[config.mk]
export PLATFORM = sky130hd
export DESIGN_NAME = change_dispenser_flat
export DESIGN_NICKNAME = d
export VERILOG_FILES = /design/src/rtl/change_dispenser_if.sv /design/src/rtl/change_dispenser.sv /design/src/flat_wrapper.sv
export SDC_FILE = /design/constraint.sdc
export NUM_CORES = 1
export LEC_CHECK = 0
export ABC_CLOCK_PERIOD_IN_PS = 6770
export BUFFER_PORTS_ARGS = -buffer_cell sky130_fd_sc_hd__buf_4
export CAP_MARGIN = 20
export CORE_MARGIN = 3
export CORE_UTILIZATION = 55
export DETAILED_ROUTE_END_ITERATION = 10
export GPL_ROUTABILITY_DRIVEN = 0
export HOLD_SLACK_MARGIN = 0.1
export PLACE_DENSITY = 0.76
export SLEW_MARGIN = 40
export SYNTH_ARGS = -nofsm -noshare
export SYNTH_HDL_FRONTEND = slang
export SYNTH_SLANG_ARGS = --single-unit
[constraint.sdc]
create_clock -name clk -period 6.77 [get_ports clk]
set_input_delay 1.354 -clock clk [delete_from_list [all_inputs] [get_ports clk]]
set_output_delay 1.354 -clock clk [all_outputs]
set_load 0.03 [all_outputs]
[src/rtl/change_dispenser_if.sv]
// rtl/change_dispenser_if.sv - payout request / coin-eject bus; COIN_EMPTY_EN adds hopper-empty flags and err
interface change_dispenser_if #(
    parameter int AMT_W = 4
);
    logic             req;
    logic [AMT_W-1:0] amount;
    logic             coin100;
    logic             coin50;
    logic             busy;
    logic             done;
    logic [AMT_W-1:0] paid;
`ifdef COIN_EMPTY_EN
    logic             hop100_empty;
    logic             hop50_empty;
    logic             err;

    modport master (
        output req, amount, hop100_empty, hop50_empty,
        input  coin100, coin50, busy, done, paid, err
    );
    modport slave (
        input  req, amount, hop100_empty, hop50_empty,
        output coin100, coin50, busy, done, paid, err
    );
`else
    modport master (
        output req, amount,
        input  coin100, coin50, busy, done, paid
    );
    modport slave (
        input  req, amount,
        output coin100, coin50, busy, done, paid
    );
`endif
endinterface

[src/rtl/change_dispenser.sv]
// rtl/change_dispenser.sv - greedy 100/50 coin payout sequencer; optional COIN_EMPTY_EN hopper-empty handling
module change_dispenser #(
    parameter int AMT_W     = 4,
    parameter int PULSE_CYC = 4,
    parameter int GAP_CYC   = 4
) (
    input logic                clk,
    input logic                rst,
    change_dispenser_if.slave  bus
);
    localparam int MAX_CYC = (PULSE_CYC > GAP_CYC) ? PULSE_CYC : GAP_CYC;
    localparam int TW      = $clog2(MAX_CYC + 1);
    localparam logic [TW-1:0] PULSE_LAST = TW'(PULSE_CYC - 1);
    localparam logic [TW-1:0] GAP_LAST   = TW'(GAP_CYC - 1);

    typedef enum logic [1:0] {IDLE, PULSE, GAP, FIN} state_t;

    state_t           state, state_n;
    logic [AMT_W-1:0] rem, rem_n, paid_q, paid_n;
    logic [TW-1:0]    timer, timer_n;
    logic             c100, c100_n, c50, c50_n, busy_q, busy_n, done_q, done_n;
    logic [AMT_W-1:0] src, pbase;
    logic             take100, take50;
`ifdef COIN_EMPTY_EN
    logic             err_q, err_n;
`endif

    // Coin selection shares one path for the first coin (from amount) and later coins (from rem).
    always_comb begin
        src     = (state == IDLE) ? bus.amount : rem;
        pbase   = (state == IDLE) ? '0 : paid_q;
        take100 = 1'b0;
        take50  = 1'b0;
`ifdef COIN_EMPTY_EN
        if (src >= AMT_W'(2)) begin
            take100 = !bus.hop100_empty;
            take50  = bus.hop100_empty && !bus.hop50_empty;
        end else if (src == AMT_W'(1)) begin
            take50  = !bus.hop50_empty;
        end
`else
        if (src >= AMT_W'(2)) begin
            take100 = 1'b1;
        end else if (src == AMT_W'(1)) begin
            take50  = 1'b1;
        end
`endif
    end

    always_comb begin
        state_n = state;
        rem_n   = rem;
        paid_n  = paid_q;
        timer_n = timer;
        c100_n  = c100;
        c50_n   = c50;
        busy_n  = busy_q;
        done_n  = 1'b0;
`ifdef COIN_EMPTY_EN
        err_n   = 1'b0;
`endif
        case (state)
            IDLE, GAP: begin
                if ((state == IDLE && bus.req) || (state == GAP && timer == GAP_LAST)) begin
                    timer_n = '0;
                    busy_n  = 1'b1;
                    if (state == IDLE) begin
                        rem_n  = bus.amount;
                        paid_n = '0;
                    end
                    if (take100) begin
                        rem_n   = src - AMT_W'(2);
                        paid_n  = pbase + AMT_W'(2);
                        c100_n  = 1'b1;
                        state_n = PULSE;
                    end else if (take50) begin
                        rem_n   = src - AMT_W'(1);
                        paid_n  = pbase + AMT_W'(1);
                        c50_n   = 1'b1;
                        state_n = PULSE;
                    end else begin
                        // Nothing left to pay, or the needed hopper has run dry.
                        state_n = FIN;
                        done_n  = 1'b1;
                        busy_n  = 1'b0;
`ifdef COIN_EMPTY_EN
                        err_n   = (src != '0);
`endif
                    end
                end else if (state == GAP) begin
                    timer_n = timer + TW'(1);
                end
            end
            PULSE: begin
                if (timer == PULSE_LAST) begin
                    timer_n = '0;
                    c100_n  = 1'b0;
                    c50_n   = 1'b0;
                    state_n = GAP;
                end else begin
                    timer_n = timer + TW'(1);
                end
            end
            default: state_n = IDLE;
        endcase
    end

    always_ff @(posedge clk) begin
        if (!rst) begin
            state  <= IDLE;
            rem    <= '0;
            paid_q <= '0;
            timer  <= '0;
            c100   <= 1'b0;
            c50    <= 1'b0;
            busy_q <= 1'b0;
            done_q <= 1'b0;
`ifdef COIN_EMPTY_EN
            err_q  <= 1'b0;
`endif
        end else begin
            state  <= state_n;
            rem    <= rem_n;
            paid_q <= paid_n;
            timer  <= timer_n;
            c100   <= c100_n;
            c50    <= c50_n;
            busy_q <= busy_n;
            done_q <= done_n;
`ifdef COIN_EMPTY_EN
            err_q  <= err_n;
`endif
        end
    end

    assign bus.coin100 = c100;
    assign bus.coin50  = c50;
    assign bus.busy    = busy_q;
    assign bus.done    = done_q;
    assign bus.paid    = paid_q;
`ifdef COIN_EMPTY_EN
    assign bus.err     = err_q;
`endif
endmodule

[src/flat_wrapper.sv]
// flat-port wrapper written by rule: the top's interface ports become plain ports
module change_dispenser_flat 
#(
    parameter int AMT_W     = 4,
    parameter int PULSE_CYC = 4,
    parameter int GAP_CYC   = 4
)
  (clk, rst, bus_req, bus_amount, bus_coin100, bus_coin50, bus_busy, bus_done, bus_paid);
  change_dispenser_if #(.AMT_W(AMT_W)) bus_i ();
  input logic clk;
  input logic rst;
  input wire logic [$bits(bus_i.req)-1:0] bus_req;
  input wire logic [$bits(bus_i.amount)-1:0] bus_amount;
  output wire logic [$bits(bus_i.coin100)-1:0] bus_coin100;
  output wire logic [$bits(bus_i.coin50)-1:0] bus_coin50;
  output wire logic [$bits(bus_i.busy)-1:0] bus_busy;
  output wire logic [$bits(bus_i.done)-1:0] bus_done;
  output wire logic [$bits(bus_i.paid)-1:0] bus_paid;
  assign bus_i.req = bus_req;
  assign bus_i.amount = bus_amount;
  assign bus_coin100 = bus_i.coin100;
  assign bus_coin50 = bus_i.coin50;
  assign bus_busy = bus_i.busy;
  assign bus_done = bus_i.done;
  assign bus_paid = bus_i.paid;
  change_dispenser #(.AMT_W(AMT_W), .PULSE_CYC(PULSE_CYC), .GAP_CYC(GAP_CYC)) u_core (.clk(clk), .rst(rst), .bus(bus_i));
endmodule
-- After elaboration in Yosys (flattened, before gate mapping)
Cells that the tools add are included.
W data, S select, Z words.
- add/subtract/negate cells: 5
- $lt $le $gt $ge: 1
- equal/unequal tests: 10
- bitwise operators: 3
- reductions and logical operators: 12
- muxes and demuxes: 29
- operators by type and width (cell ; count):
    $mux W4 ; 6
    $mux W1 ; 12
    $mux W3 ; 3
    $mux W2 ; 4
    $ne A2 B1 Y1 const B ; 4
    $pmux W3 S2 ; 1
    $reduce_and A2 Y1 ; 3
    $reduce_and A5 Y1 ; 1
    $add A4 B1 Y4 const B ; 1
    $add A4 B2 Y4 const B ; 1
    $eq A4 B1 Y1 const B ; 1
    $ge A4 B2 Y1 const B ; 1
    $pmux W1 S2 ; 2
    $pmux W2 S2 ; 1
    $reduce_and A4 Y1 ; 1
    $reduce_or A4 Y1 ; 1
    $sub A4 B1 Y4 const B ; 1
    $sub A4 B2 Y4 const B ; 1
    $add A3 B1 Y3 const B ; 1
    $eq A3 B2 Y1 const B ; 1
    $ne A3 B1 Y1 const B ; 1
    $not A1 Y1 ; 3
    $eq A2 B1 Y1 const B ; 1
    $eq A2 B2 Y1 const B ; 1
    other kinds (6) ; 7
- bits of input ports: 7
- flip-flop bits (word level): 17
- logic and storage cells: 68
- output and inout bits: 8

-- Depth between registers and ports, before layout
Gate-level depths: netlist of run 1.
- depth in word-level cells: 9
- gate-level depth with buffers: 10

-- Worst setup path after synthesis of run 1
No wires, ideal clock.
- kind: input to register
- start: input bus_amount[1]
- end: register u_core.rem[0]
- buffers on the path: 1
- stages: 7
- data arrival time: 3.034 ns
- library setup time: 0.122 ns
- data required time: 6.648 ns
- slack: 3.614 ns
- path through: mux2_2 ha_1 or4_1 buf_2 a2bb2oi_2 o2111a_1 a311o_1
- cells in the longest elaborated chain, start to end: 6
- elaborated cells between the ends (all ways): 8
- classes of those cells: order compare (1); eq/ne (1); mux (6)
- RTL lines (what ; RTL line ; RTL):
    from (decl) ; flat_wrapper.sv:13 ; input wire logic [$bits(bus_i.amount)-1:0] bus_amount;
    $mux W4 * ; change_dispenser.sv:30 ; src = (state == IDLE) ? bus.amount : rem;
    branches (longest 4 deep; another with $ge A4 B2 Y1) ; - ;
    $mux W4 * ; change_dispenser.sv:71 ; if (take100) begin
    to (signal assigned) ; change_dispenser.sv:123 ; rem <= rem_n;
    to (decl) ; change_dispenser.sv:19 ; logic [AMT_W-1:0] rem, rem_n, paid_q, paid_n;
Every way passes the cells marked *.
A chain may end at the register's enable or synchronous reset.

-- Worst setup path after layout of run 1
- start: register u_core.state[0]
- end: register u_core.rem[0]
- cells in the longest elaborated chain, start to end: 7
- elaborated cells between the ends (all ways): 17
- classes of those cells: add/sub (2); order compare (1); eq/ne (2); mux (6); reduce/logical (6)
- RTL lines (what ; RTL line ; RTL):
    from (decl) ; change_dispenser.sv:18 ; state_t state, state_n;
    from (signal assigned) ; change_dispenser.sv:122 ; state <= state_n;
    branches (longest 7 deep; another with $ge A4 B2 Y1) ; - ;
Parallel ways; which one is timed is not known.

==> results of run 1 <==
-- synth_stat cells, types with 3 or more instances --
master / n
buf_2: 3
a211oi_1: 4
a21oi_1: 7
mux2i_1: 3
nor2_1: 10
dfxtp_1: 17
nor3_1: 5
nor2b_1: 4
ha_1: 9
nand4_1: 3
clkbuf_1: 5
o21ai_0: 3
inv_1: 7
nand2_1: 10
a31oi_1: 3
nand3_1: 4
-- state kept, by name, summed over array words and instances, names as in the netlist --
register,cells
u_core.bus.paid,4
u_core.bus.coin100,1
u_core.bus.busy,1
u_core.bus.coin50,1
u_core.timer,3
u_core.rem,4
u_core.state,2
u_core.bus.done,1
-- placed cells by master, fill, tap and decap left out, types with 2 or more instances in the layout --
master and count:
o221a_1 2, o21a_1 2, nor2_1 10, a31oi_1 3
dfxtp_1 17, nand2b_1 2, nand4_1 3, inv_1 7
mux2_2 2, a21oi_1 7, nand2_1 10, clkbuf_4 3
mux2i_1 3, a311oi_1 2, nand3_1 4, nor2b_1 4
buf_4 14, a211oi_1 4, ha_1 9, o21ai_0 3
a31o_1 2, a211o_1 2, nor3_1 5
-- metal layers --
| metal | vias up | GRT usage |
|---|---|---|
| li1 | 526 | - |
| met4 | 0 | 0.06550 |
| met3 | 4 | 0.02579 |
| met2 | 28 | 0.3326 |
| met5 | - | 0 |
| met1 | 497 | 0.3093 |
-- per-stage QoR --
step | hold WS [ns] | util
finish | 0.4823 | 0.6902
global route | 0.5199 | 0.6902
CTS | 0.4947 | 0.6902
detailed placement | 0.4608 | 0.6761
global placement | 0.4664 | 0.6761
floorplan | 0.4701 | -
-- cells by family (layout without fill, tap and decap cells) --
family,after synthesis,in the layout,synth area share
AO/OA/AOI/OAI,38,38,0.2692
adder cells (fa/ha/maj),9,9,0.09730
buffers and inverters,17,26,0.05837
flip-flops,17,17,0.2941
multiplexers,5,5,0.04541
AND/OR/NAND/NOR,50,50,0.2357
-- worst max path at each step --
stage,slack [ns],cells after the start,endpoint,start
floorplan,3.61,7,u_core.rem[0]$_SDFFE_PN0N_,bus_amount[1]
finish,3.53,7,u_core.rem[0]$_SDFFE_PN0N_,u_core.state[0]$_SDFFE_PN0N_
CTS,3.55,7,u_core.rem[0]$_SDFFE_PN0N_,u_core.state[0]$_SDFFE_PN0N_
detailed placement,3.40,7,u_core.rem[0]$_SDFFE_PN0N_,bus_amount[1]
global route,3.32,7,u_core.rem[2]$_SDFFE_PN0N_,u_core.state[0]$_SDFFE_PN0N_
global placement,3.43,7,u_core.rem[0]$_SDFFE_PN0N_,bus_amount[1]
-- power by group through the flow --
stage / clock, mW / combinational [mW] / sequential (mW)
floorplan: 0 / 0.0874 / 0.128
global placement: 0 / 0.111 / 0.127
detailed placement: 0 / 0.114 / 0.127
CTS: 0.0574 / 0.115 / 0.125
global route: 0.0617 / 0.128 / 0.127
finish: 0.0570 / 0.115 / 0.125
-- area by class of cell --
type                    instances  area (µm²)  area share
multi-input cells             102       749.5      0.5844
flip-flops and latches         17       340.3      0.2654
repair buffers                 14       105.1     0.08195
well taps                      25       31.28     0.02439
inverters                       8       30.03     0.02341
clock buffers                   4       26.28     0.02049
-- critical path: cells and delay by family, from the launching register on --
family / cells / cell delay (ns)
DFF: 1 / 0.52
AOI/OAI and AO/OA: 3 / 0.72
and+or+nand+nor: 2 / 1.21
muxes: 1 / 0.43
adders and majority gates: 1 / 0.24
==> summary.txt, run 1 <==
Yosys top cell area share = 0.2941
Mapped Nets = 152
VDD IR max = 0.1608 mV
RSZ-0062 raised after global routing = no
Wl on met1 = 1300 µm
Worst path arrival time = 3.43 ns
Setup TNS = 0 ns
Routed WL = 2596 µm
# diodes = 0
Met2 WL = 1164 µm
Synth Instances = 136
Crit. End Element = flop
Placed Cells = 166
Pre-antenna DRT Iters = 4
Hold Path Class = reg2reg
Via density = 6.206
Switching power = 0.1155 mW
GRT Resource Usage Total = 0.2154
Area delta synth->final = 10.81%
Post-synth EDFFs = 0
Chip Width = 51.87 µm
Post-DRT Antenna Nets = 0
Clock Tree Buf Depth = 2
Hold endpoint = u_core.bus.coin100$_SDFFE_PN0P_
WS Path Type = reg2reg
Dpl hpwl = 1841 µm
Slew headroom = 0.5293
TritonCTS Buffers = 3
Pin count of the biggest net entering global routing = 20
Minimum clock period = 3.238 ns
P_int = 0.1821 mW
FF+latch count, synth = 17
CP Data Required Time = 6.96 ns
Async SR Flop Fraction = 0
Max Used Layer = met4
Startpoint Class = flop
Number of global-route vias before repair = 966
Worst-path clk slew = 0.11 ns
Pre-CTS setup slack = 3.398 ns
Origin of the critical flop-to-flop path = u_core.state[0]$_SDFFE_PN0N_
Total chip power = 0.2976 mW
Post-DP Area = 1256 µm²
Clk sinks = 17
Final hold vios = 0
Die height = 51.87 µm
Cell area power density = 232.1 nW/µm²
Gr ovfl total = 0
Num rows = 15
Total of max-cap violations = 0
WL met3 = 104 µm
Syn avg cell area = 8.510 µm²
Final Instance Area = 1282 µm²
Max-slew violations = 0
Crit-path slowest cell = nor2_2
Endpoints failing setup = 0
Reg2reg end = u_core.rem[0]$_SDFFE_PN0N_
Vias = 1055
Crit path max fanout = 19
Synth unique cells = 48
Clock power share = 0.191
Fraction of layout cells with a size suffix above 1 = 0.1793
Worst-Skew Late Latency = 0.29 ns
Static leakage = 0.5092 nW
TritonCTS clock tree = built
Worst Hold Launch = u_core.bus.coin100$_SDFFE_PN0P_
Synth top area cells = dfxtp_1, ha_1, nand2_1
Worst R2R Path Depth = 7
CTS Hold Bufs = 0
Outcome = complete, no violations
Yosys top cell by area = dfxtp_1
CTS root buf = clkbuf_4
Initial antenna violation count = 0
Initial drt markers = 27
WHS Path Cells = 2
Wire per inst = 15.27 µm
Net Sw Frac = 0.3881
Fmax = 308.8 MHz
Layout fillers = 170
Final Cycle Share = 0.4783
Reg power frac = 0.421
R2r setup slk = 3.53 ns
Initial Util = 0.6229
Final nets = 162
Skew final = 0.002835 ns
Warnings, synthesis = 0
Final worst setup slack = 3.532 ns
Seq/Total Area, Yosys = 0.2941
H-tree depth = 1
Comb pwr share = 0.388
Crit path largest cell delay = 0.66 ns
Worst path cell trace = nor2_2 -> mux2_2 -> ha_1 -> or4_1 -> a2bb2oi_2 -> o2111a_1 -> a311o_1
Postcts setup bufs = 0
CTS resizes = 0
First-pass GRT wire length = 4409 µm
Non-filler cells, final = 170
Tightest Pin Transition = 0.7053 ns
Synth Cell Area = 1157 µm²
I/O pin count = 15
DRC viols = 0
Port buffer count = 14
Core area = 1858 µm²
Prevailing post-synth register cell = dfxtp_1
Die Area = 2691 µm²
No activity file was read; power rests on OpenSTA's default activity.
==> run 2: changes to the inputs <==
--- a/config.mk
+++ b/config.mk
@@ -5,7 +5,7 @@
 export SDC_FILE = /design/constraint.sdc
 export NUM_CORES = 1
 export LEC_CHECK = 0
-export ABC_CLOCK_PERIOD_IN_PS = 6770
+export ABC_CLOCK_PERIOD_IN_PS = 3100
 export BUFFER_PORTS_ARGS = -buffer_cell sky130_fd_sc_hd__buf_4
 export CAP_MARGIN = 20
 export CORE_MARGIN = 3
==> constraint.sdc (replaced) <==
create_clock -name clk -period 3.1 [get_ports clk]
set_input_delay 0.62 -clock clk [delete_from_list [all_inputs] [get_ports clk]]
set_output_delay 0.62 -clock clk [all_outputs]
set_load 0.03 [all_outputs]
==> run 2 against run 1 <==
Effect of this change:
- core utilization rose by 0.88 points
- die area did not move
- first-iteration DRC count fell by 26%
- clock power rose by 110%
- critical path type unchanged
- fmax rose by 19%
- combinational power rose by 130%
- sequential power rose by 110%
- design area rose by 1.3%
- register-to-register slack got worse by 3.2 ns
- via count rose by 1.2%
- clock skew rose by 0.014 ns
- critical path depth did not move
==> summary.txt, run 2 (synthesized netlist as in run 1, its figures left out) <==
Outcome = complete, no violations
Slew headroom = 0.5045 (-0.02472)
Most frequent cells in the layout = dfxtp_1, buf_4, nor2_1, nand2_1, ha_1
WS Path Type = reg2reg
Origin of the critical flop-to-flop path = u_core.state[1]$_SDFFE_PN0N_
Routed WL = 2611 µm (+0.58%)
Post-DRT Antenna Nets = 0 (unchanged)
Final worst setup slack = 0.3716 ns (-3.160 ns)
Tightest Pin Transition = 0.7404 ns (+0.03510 ns)
Wire per inst = 15.18 µm (-0.59%)
First-pass GRT wire length = 4409 µm (unchanged)
CP Data Required Time = 3.30 ns (-3.66 ns)
Max-slew violations = 0 (unchanged)
Initial Util = 0.6229 (unchanged)
Worst path cell trace = nor2_2 -> mux2_2 -> ha_1 -> or4_1 -> a2bb2oi_2 -> o2111a_1 -> a311o_1
CTS root buf = clkbuf_4
R2r setup slk = 0.37 ns (-3.16 ns)
Worst Hold Launch = u_core.bus.busy$_SDFFE_PN0N_
Clock Tree Buf Depth = 2 (unchanged)
Worst-Skew Late Latency = 0.29 ns (about the same)
I/O pin count = 15 (unchanged)
Non-filler cells, final = 172 (+1.2%)
Placed Cells = 168 (+1.2%)
Delay-heaviest family, CP = simple AND/OR/NAND/NOR gates
Area delta synth->final = 12.22%
Total of max-cap violations = 0 (unchanged)
Worst R2R Path Depth = 7 (unchanged)
Worst path arrival time = 2.93 ns (-0.50 ns)
TritonCTS clock tree = built
Hold Path Class = reg2reg
Chip Width = 51.87 µm (unchanged)
Endpoints failing setup = 0 (unchanged)
Skew final = 0.01638 ns (+0.01354 ns)
Static leakage = 0.5216 nW (+2.4%)
Final Core Density = 0.6990 (+0.008754)
Hold endpoint = u_core.bus.busy$_SDFFE_PN0N_
Pin count of the biggest net entering global routing = 19 (-5.0%)
# diodes = 0 (unchanged)
Postcts setup bufs = 0 (unchanged)
TritonCTS Buffers = 3 (unchanged)
Final Cycle Share = 0.8801 (+0.4018)
Minimum clock period = 2.728 ns (-0.5098 ns)
Crit path max fanout = 12 (-7)
Number of global-route vias before repair = 957 (-0.93%)
Cell area power density = 502.0 nW/µm² (+120%)
CTS resizes = 0 (unchanged)
Crit. End Element = flop
DRC viols = 0 (unchanged)
Die Area = 2691 µm² (unchanged)
VDD IR max = 0.3863 mV (+140%)
H-tree depth = 1 (unchanged)
Clk sinks = 17 (unchanged)
Startpoint Class = flop
Final nets = 164 (+1.2%)
Pre-antenna DRT Iters = 4 (unchanged)
Port buffer count = 14 (unchanged)
Crit path buf inv count = 0 (unchanged)
Vias = 1068 (+1.2%)
WHS Path Cells = 2 (unchanged)
RSZ-0062 raised after global routing = no
Fmax = 366.5 MHz (+19%)
GRT Resource Usage Total = 0.2175 (+0.002191)
Core area = 1858 µm² (unchanged)
Pre-CTS setup slack = 0.3847 ns (-3.013 ns)
CTS Hold Bufs = 0 (unchanged)
Dpl hpwl = 1955 µm (+6.2%)
Commonest non-fill, non-tap cell in the layout = dfxtp_1
Initial drt markers = 20 (-26%)
Num rows = 15 (unchanged)
Setup TNS = 0 ns (unchanged)
Initial antenna violation count = 0 (unchanged)
Crit-path slowest cell = or4_1
Gr ovfl total = 0 (unchanged)
Via density = 6.209 (about the same)
Crit path largest cell delay = 0.55 ns (-0.11 ns)
Final hold vios = 0 (unchanged)
Reg2reg end = u_core.rem[0]$_SDFFE_PN0N_
Fraction of layout cells with a size suffix above 1 = 0.1973 (+0.01797)
Worst-path clk slew = 0.11 ns (about the same)
Die height = 51.87 µm (unchanged)
run 2: cell types whose count changed in the layout (fill, tap and decap cells not counted), sizes merged:
| cell | before | now |
|---|---|---|
| clkbuf | 4 | 3 |
| buf | 14 | 16 |
| clkinv | 1 | 2 |
run 2: worst max path at each step:
stage	from	end	slack [ns]	cells past startpoint
global placement	u_core.state[1]$_SDFFE_PN0N_	u_core.rem[0]$_SDFFE_PN0N_	0.49	7
finish	u_core.state[1]$_SDFFE_PN0N_	u_core.rem[0]$_SDFFE_PN0N_	0.37	7
detailed placement	u_core.state[1]$_SDFFE_PN0N_	u_core.rem[0]$_SDFFE_PN0N_	0.38	7
CTS	u_core.state[1]$_SDFFE_PN0N_	u_core.rem[0]$_SDFFE_PN0N_	0.37	7
global route	u_core.state[1]$_SDFFE_PN0N_	u_core.rem[2]$_SDFFE_PN0N_	0.20	7
floorplan	u_core.state[0]$_SDFFE_PN0N_	u_core.rem[0]$_SDFFE_PN0N_	0.47	9
run 2: where the power goes:
group / total [mW] / internal, mW / switching, mW
sequential: 0.266 / 0.242 / 0.0236
combinational: 0.266 / 0.110 / 0.156
clock: 0.120 / 0.0479 / 0.0721
total: 0.652 / 0.400 / 0.252
run 2: per-stage QoR:
step	cell area [µm²]	power (mW)	hold slack, ns
after floorplan	1157	0.4706	0.4701
after global placement	1271	0.5265	0.4595
after detailed placement	1271	0.5337	0.4939
after CTS	1299	0.6550	0.5121
after global routing	1299	0.6931	0.5328
final	1299	0.6520	0.5102
run 2: area by class of cell:
| type | instances | area, µm² |
|---|---|---|
| Inverter | 8 | 30.03 |
| Multi-Input combinational cell | 102 | 749.5 |
| Clock inverter | 1 | 5.005 |
| Sequential cell | 17 | 340.3 |
| Clock buffer | 3 | 22.52 |
| Fill cell | 158 | 559.3 |
| Tap cell | 25 | 31.28 |
| Timing Repair Buffer | 16 | 120.1 |
run 2: routing by layer:
metal	wire, µm	up-vias	GRT usage
li1	-	536	-
met2	1215	31	0.3431
met3	157	2	0.03438
met5	0	-	0
met1	1221	499	0.2968
met4	17	0	0.07860
run 2: worst register-to-register path: stages, from the launching register on:
cell and delay (ns):
dfxtp_1 0.47, nor2_2 0.26, mux2_2 0.39, ha_1 0.25
or4_1 0.55, a2bb2oi_2 0.21, o2111a_1 0.25, a311o_1 0.26
